$ cat src/rtl/uart_rx_axis_pkg.sv
// Shared definitions for the UART receive path: FSM state encoding, the
// oversample factor and bit-timing helpers, common with the transmitter.
package uart_rx_axis_pkg;

  typedef enum logic [2:0] {
    ST_IDLE   = 3'd0,
    ST_START  = 3'd1,
    ST_DATA   = 3'd2,
    ST_PARITY = 3'd3,
    ST_STOP   = 3'd4
  } rx_state_e;

  localparam int OVERSAMPLE = 8;
  localparam int CNT_W      = 19;

  // A prescale of zero would stall the timers, so it behaves as one.
  function automatic logic [15:0] eff_prescale(input logic [15:0] p);
    return (p == 16'd0) ? 16'd1 : p;
  endfunction

  function automatic logic [CNT_W-1:0] half_cycles(input logic [15:0] p);
    return CNT_W'(p) * CNT_W'(OVERSAMPLE / 2);
  endfunction

  function automatic logic [CNT_W-1:0] bit_cycles(input logic [15:0] p);
    return CNT_W'(p) * CNT_W'(OVERSAMPLE);
  endfunction

endpackage

$ cat src/rtl/uart_rx_sync.sv
// Two-flop synchronizer for the asynchronous serial line. The reset value
// is a parameter so an idle-high line comes out of reset looking idle.
module uart_rx_sync #(
  parameter logic RST_VAL = 1'b1
) (
  input  logic clk,
  input  logic rst,
  input  logic d,
  output logic q
);

  logic meta_q, meta_d;
  logic sync_q, sync_d;

  // Next values: plain shift through the two stages.
  always_comb begin
    meta_d = d;
    sync_d = meta_q;
  end

  // Synchronizer stages, forced to the idle level while in reset.
  always_ff @(posedge clk or posedge rst) begin
    if (rst) begin
      meta_q <= RST_VAL;
      sync_q <= RST_VAL;
    end else begin
      meta_q <= meta_d;
      sync_q <= sync_d;
    end
  end

  assign q = sync_q;

endmodule

$ cat src/rtl/uart_rx_axis.sv
// UART receiver with AXI-stream output and a single-entry output buffer.
// Optional parity bit is enabled by defining UART_RX_PARITY_EN.
//
// state     | meaning
// ----------+------------------------------------------------------------
// ST_IDLE   | line idle, waiting for a low level on rxd_s
// ST_START  | half a bit into the start bit; high there means a glitch
// ST_DATA   | sampling DATA_WIDTH bits at bit spacing, LSB first
// ST_PARITY | sampling the parity bit (UART_RX_PARITY_EN only)
// ST_STOP   | sampling the stop bit; on a low stop bit, wait for line high
import uart_rx_axis_pkg::*;

module uart_rx_axis #(
  parameter int DATA_WIDTH = 8
) (
  input  logic                  clk,
  input  logic                  rst,
  input  logic                  rxd,
  input  logic [15:0]           prescale,
  output logic [DATA_WIDTH-1:0] m_axis_tdata,
  output logic                  m_axis_tvalid,
  input  logic                  m_axis_tready,
  output logic                  busy,
  output logic                  overrun_error,
  output logic                  frame_error,
  output logic                  parity_error
);

  logic rxd_s;

  uart_rx_sync #(.RST_VAL(1'b1)) u_sync (
    .clk (clk),
    .rst (rst),
    .d   (rxd),
    .q   (rxd_s)
  );

  rx_state_e             state_q, state_d;
  logic [CNT_W-1:0]      cnt_q, cnt_d;
  logic [3:0]            bit_idx_q, bit_idx_d;
  logic [DATA_WIDTH-1:0] shift_q, shift_d;
  logic [DATA_WIDTH-1:0] tdata_q, tdata_d;
  logic [15:0]           presc_q, presc_d;
  logic                  tvalid_q, tvalid_d;
  logic                  busy_q, busy_d;
  logic                  brk_q, brk_d;
  logic                  overrun_q, overrun_d;
  logic                  frame_q, frame_d;
  logic                  commit;
`ifdef UART_RX_PARITY_EN
  logic                  par_bit_q, par_bit_d;
  logic                  parity_q, parity_d;
`endif

  // Frame FSM, bit timer, shift register and output buffer next-state.
  always_comb begin
    state_d   = state_q;
    cnt_d     = cnt_q;
    bit_idx_d = bit_idx_q;
    shift_d   = shift_q;
    presc_d   = presc_q;
    tdata_d   = tdata_q;
    tvalid_d  = tvalid_q;
    busy_d    = busy_q;
    brk_d     = brk_q;
    overrun_d = 1'b0;
    frame_d   = 1'b0;
    commit    = 1'b0;
`ifdef UART_RX_PARITY_EN
    par_bit_d = par_bit_q;
    parity_d  = 1'b0;
`endif

    if (tvalid_q && m_axis_tready) tvalid_d = 1'b0;

    case (state_q)
      ST_IDLE: begin
        if (!rxd_s) begin
          presc_d = eff_prescale(prescale);
          cnt_d   = half_cycles(presc_d) - CNT_W'(1);
          busy_d  = 1'b1;
          state_d = ST_START;
        end
      end
      ST_START: begin
        if (cnt_q == '0) begin
          if (rxd_s) begin
            busy_d  = 1'b0;
            state_d = ST_IDLE;
          end else begin
            cnt_d     = bit_cycles(presc_q) - CNT_W'(1);
            bit_idx_d = '0;
            state_d   = ST_DATA;
          end
        end else begin
          cnt_d = cnt_q - CNT_W'(1);
        end
      end
      ST_DATA: begin
        if (cnt_q == '0) begin
          shift_d   = {rxd_s, shift_q[DATA_WIDTH-1:1]};
          cnt_d     = bit_cycles(presc_q) - CNT_W'(1);
          bit_idx_d = bit_idx_q + 4'd1;
          if (bit_idx_q == 4'(DATA_WIDTH - 1)) begin
`ifdef UART_RX_PARITY_EN
            state_d = ST_PARITY;
`else
            state_d = ST_STOP;
`endif
          end
        end else begin
          cnt_d = cnt_q - CNT_W'(1);
        end
      end
`ifdef UART_RX_PARITY_EN
      ST_PARITY: begin
        if (cnt_q == '0) begin
          par_bit_d = rxd_s;
          cnt_d     = bit_cycles(presc_q) - CNT_W'(1);
          state_d   = ST_STOP;
        end else begin
          cnt_d = cnt_q - CNT_W'(1);
        end
      end
`endif
      ST_STOP: begin
        // A low stop bit may be a held break; stay here until the line
        // recovers so the break cannot look like a new start bit.
        if (brk_q) begin
          if (rxd_s) begin
            brk_d   = 1'b0;
            state_d = ST_IDLE;
          end
        end else if (cnt_q == '0) begin
          busy_d = 1'b0;
          if (!rxd_s) begin
            frame_d = 1'b1;
            brk_d   = 1'b1;
          end else begin
            state_d = ST_IDLE;
`ifdef UART_RX_PARITY_EN
            if (^{shift_q, par_bit_q}) parity_d = 1'b1;
            else                       commit   = 1'b1;
`else
            commit = 1'b1;
`endif
          end
        end else begin
          cnt_d = cnt_q - CNT_W'(1);
        end
      end
      default: begin
        state_d = ST_IDLE;
        busy_d  = 1'b0;
        brk_d   = 1'b0;
      end
    endcase

    // A byte landing on an unaccepted one replaces it and flags overrun;
    // a handshake in the same cycle frees the slot, so no overrun then.
    if (commit) begin
      tdata_d   = shift_q;
      tvalid_d  = 1'b1;
      overrun_d = tvalid_q && !m_axis_tready;
    end
  end

  // State and datapath registers with asynchronous reset.
  always_ff @(posedge clk or posedge rst) begin
    if (rst) begin
      state_q   <= ST_IDLE;
      cnt_q     <= '0;
      bit_idx_q <= '0;
      shift_q   <= '0;
      presc_q   <= 16'd1;
      tdata_q   <= '0;
      tvalid_q  <= 1'b0;
      busy_q    <= 1'b0;
      brk_q     <= 1'b0;
      overrun_q <= 1'b0;
      frame_q   <= 1'b0;
`ifdef UART_RX_PARITY_EN
      par_bit_q <= 1'b0;
      parity_q  <= 1'b0;
`endif
    end else begin
      state_q   <= state_d;
      cnt_q     <= cnt_d;
      bit_idx_q <= bit_idx_d;
      shift_q   <= shift_d;
      presc_q   <= presc_d;
      tdata_q   <= tdata_d;
      tvalid_q  <= tvalid_d;
      busy_q    <= busy_d;
      brk_q     <= brk_d;
      overrun_q <= overrun_d;
      frame_q   <= frame_d;
`ifdef UART_RX_PARITY_EN
      par_bit_q <= par_bit_d;
      parity_q  <= parity_d;
`endif
    end
  end

  assign m_axis_tdata  = tdata_q;
  assign m_axis_tvalid = tvalid_q;
  assign busy          = busy_q;
  assign overrun_error = overrun_q;
  assign frame_error   = frame_q;
`ifdef UART_RX_PARITY_EN
  assign parity_error  = parity_q;
`else
  assign parity_error  = 1'b0;
`endif

endmodule

$ cat config.mk
export PLATFORM = sky130hd
export DESIGN_NAME = uart_rx_axis
export DESIGN_NICKNAME = d
export VERILOG_FILES = /design/src/rtl/uart_rx_axis_pkg.sv /design/src/rtl/uart_rx_sync.sv /design/src/rtl/uart_rx_axis.sv
export SDC_FILE = /design/constraint.sdc
export NUM_CORES = 1
export LEC_CHECK = 0
export ABC_AREA = 1
export BUFFER_PORTS_ARGS = -buffer_cell sky130_fd_sc_hd__buf_2
export CAP_MARGIN = 5
export CORE_UTILIZATION = 50
export CTS_BUF_LIST = sky130_fd_sc_hd__clkbuf_8
export DETAILED_ROUTE_END_ITERATION = 10
export GPL_ROUTABILITY_DRIVEN = 1
export PLACE_DENSITY = 0.71
export SETUP_SLACK_MARGIN = 0.15
export SYNTH_ARGS = -nofsm -noshare
export SYNTH_HDL_FRONTEND = slang
export SYNTH_SLANG_ARGS = --single-unit
$ cat constraint.sdc
create_clock -name clk -period 1.65 [get_ports clk]
set_input_delay 0.0825 -clock clk [delete_from_list [all_inputs] [get_ports clk]]
set_output_delay 0.0825 -clock clk [all_outputs]
set_load 0.02 [all_outputs]
==> flow_summary.json <==
{
  "crit_fanout": 14,
  "ant_nets": 0,
  "fillCellCount": 609,
  "initial_core_util_pct": 52.3,
  "vias_per_cell": 5.49,
  "layout-drive-gt1-share_pct": 35.4,
  "wirelength_um": 15000,
  "dpl.hpwl_um": 9590,
  "worst_ep_required_time_ps": 1910,
  "clkTransAtPathRegs_ps": 90,
  "wl_per_cell_um": 16.6,
  "dieArea_mm2": 0.00905,
  "area_growth_syn_to_layout_pct": 43.0,
  "drc": 0,
  "grt_pass1_wl_um": 22200,
  "synthCells": 635,
  "design_area_mm2": 0.00620,
  "regArea_mm2": 0.00163,
  "syn_area_per_cell_um2": 6.83,
  "track_usage_pct": 32.6,
  "synth_warnings": 0,
  "rsz0062_at_grt": "true",
  "netlist_top_cells_count": "nand2_1 (210), nor2_1 (85), inv_1 (68), dfrtp_1 (62), nand3_1 (53)",
  "power_density_mw_per_mm2": 1790,
  "cts_buffer_depth": 2,
  "max_freq_mhz": 533,
  "critPathArrivalTime_ps": 2140,
  "die_y_um": 95.1,
  "drt_iter0_drc": 322,
  "rows": 33,
  "setup_slack_ps": -225,
  "synthTopCellsByArea": "dfrtp_1 (36%), nand2_1 (18%), nor2_1 (7.4%)",
  "synth_edf_count": 0,
  "antenna_cells": 0,
  "syn_area_mm2": 0.00434,
  "core_mm2": 0.00830,
  "yosysMostFrequentCell": "nand2_1",
  "portBuffers": 31,
  "grt-ovfl-total": 0,
  "cp-end-kind": "flip-flop",
  "die_w_um": 95.1,
  "leakagePower_nw": 3.08,
  "antenna_found_initial": 0,
  "peakVddDrop_mv": 1.11,
  "setup_violations": 45,
  "ys_ff_latch": 65,
  "netlist.area_leader.share_pct": 35.8,
  "multi_input_area_mm2": 0.00275,
  "numCtsBuffers": 9,
  "hp-class": "in2reg",
  "place_area_mm2": 0.00536,
  "cts_root_buf": "clkbuf_8",
  "gp_congestion": 0.945,
  "cts_tree": "built",
  "clkLatencyLatePin_ps": 380,
  "cap_violations": 0,
  "fin_worst_skew_ps": 12.1,
  "critPathKind": "reg2reg",
  "grt_pass1_vias": 4486,
  "h-tree-depth": 3,
  "drv_slew": 0,
  "synth-async-reset-ratio_pct": 100,
  "dr.pass1.iters": 7,
  "violations": "setup timing",
  "cts_sinks": 65,
  "crit_chain": "inv_2 > nand3b_1 > nand2_2 > inv_1 > nand2_1 > nand2_1 > nor2_2 > nand2_4 > buf_12 > o21ai_1 > nand2_1",
  "dr_total_vias": 4954,
  "hold_viol": 0,
  "synth_seq_area_share_pct": 37.6,
  "cpMaxStageDelayCell": "dfrtp_1",
  "nets": 817,
  "synthFlopType": "dfrtp_1",
  "synth_top_cell_by_area": "dfrtp_1",
  "io_pins": 33,
  "cpPeakStageDelay_ps": 450,
  "post-route-period-util_pct": 114,
  "grt_max_degree": 66,
  "tns_ps": -5650,
  "status": "finished with violations",
  "critPathLaunchType": "flip-flop",
  "fin_crit_ps": 1880,
  "worst_path_most_repeated_cell": "nand2_1",
  "syn_nets": 660,
  "synthDistinctLibCells": 38
}
## repair_timing
item | 4_1_cts | 5_1_grt
gates resized for setup | 56 | 58
endpoints found under the hold margin | 65 | 0
buffers inserted | 8 | 8
pin swaps | 11 | 23
setup endpoints to repair | 52 | 55
cloned | 4 | 3
hold buffers | 3 | 0
## registers in the layout (all words and copies together), names as in the netlist
name           count
u_sync.meta_q      1
u_sync.q           1
state_q            3
brk_q              1
shift_q            8
m_axis_tvalid      1
cnt_q             19
bit_idx_q          4
presc_q           16
frame_error        1
m_axis_tdata       8
overrun_error      1
busy               1
## placed cells by master, fill, tap and decap left out, drive strengths merged, types with 5 or more instances in the layout
cell    instances
dfrtp          62
xor2           14
nand4           9
nor3            5
nand2         220
buf           148
clkbuf         11
nor2           96
inv            71
xnor2           5
nand3b          6
a21oi          13
o21ai          47
nand3          59
ha              5
## worst max-delay path: cells and delay by family, from the launching register on
kind | cells | cell delay [ps]
AOI/OAI and AO/OA | 1 | 130
DFF | 1 | 450
and+or+nand+nor | 7 | 810
buffers and inverters | 3 | 350
## stage by stage
| stage | total power, W | hold WS (ps) | std cells | worst slack, ps | utilization (%) |
|---|---|---|---|---|---|
| after floorplan | 0.00596 | 87.0 | 635 | -48.2 | - |
| final | 0.0111 | 39.7 | 902 | -225 | 74.7 |
| after global routing | 0.0118 | 66.9 | 902 | -306 | 74.7 |
| after global placement | 0.00826 | 189 | 860 | -317 | 64.6 |
| after detailed placement | 0.00840 | 190 | 860 | -320 | 64.6 |
| after CTS | 0.0103 | 40.5 | 891 | -156 | 71.0 |
## metal layers
layer  wire, um  share of wire [%]  GRT usage (%)
met3       1110                7.4           5.34
met1       6250                 42           44.9
met2       7280                 49           51.8
met5          0                  0              0
met4        371                2.5           10.9
## path summary, 6_finish.rpt
kind	startpoint	slack [ps]	depth (start not counted)	to
setup / recovery	state_q[2]$_DFFE_PP0P_	-230	11	cnt_q[3]$_DFFE_PP0P_
hold / removal	prescale[5]	40	3	presc_q[5]$_DFFE_PP0P_
setup reg to reg	state_q[2]$_DFFE_PP0P_	-230	11	cnt_q[3]$_DFFE_PP0P_
hold reg to reg	u_sync.meta_q$_DFF_PP1_	370	0	u_sync.q$_DFF_PP1_
max in group asynchronous	rst	960	4	u_sync.q$_DFF_PP1_
min in group asynchronous	rst	360	4	presc_q[11]$_DFFE_PP0P_
## logic make-up (layout without fill, tap and decap cells)
kind of cell,after synthesis,count (layout),share of synthesized area (%)
other cells,1,1,0.0865
compound gates,69,69,9.06
buf+inv,82,239,8.02
xor+xnor,19,19,3.84
fa+ha+maj,5,5,1.44
flops,65,65,37.6
simple gates,391,396,39.2
mux,3,3,0.779
## final cells by class
type                    count  share of cell area [%]
clock inverters             7                    1.39
well taps                 105                    2.12
repair buffers            153                    19.4
multi-input cells         493                    44.4
flip-flops and latches     65                    26.3
inverters                  70                    4.48
clock buffers               9                    2.00
## power by group
| group | internal, W | leakage [nW] | switching, W |
|---|---|---|---|
| combinational | 0.00308 | 2.15 | 0.00395 |
| sequential | 0.00210 | 0.833 | 0.000466 |
| clock | 0.000729 | 0.104 | 0.000785 |
| total | 0.00591 | 3.08 | 0.00520 |
(Power assumes the default switching activity.)
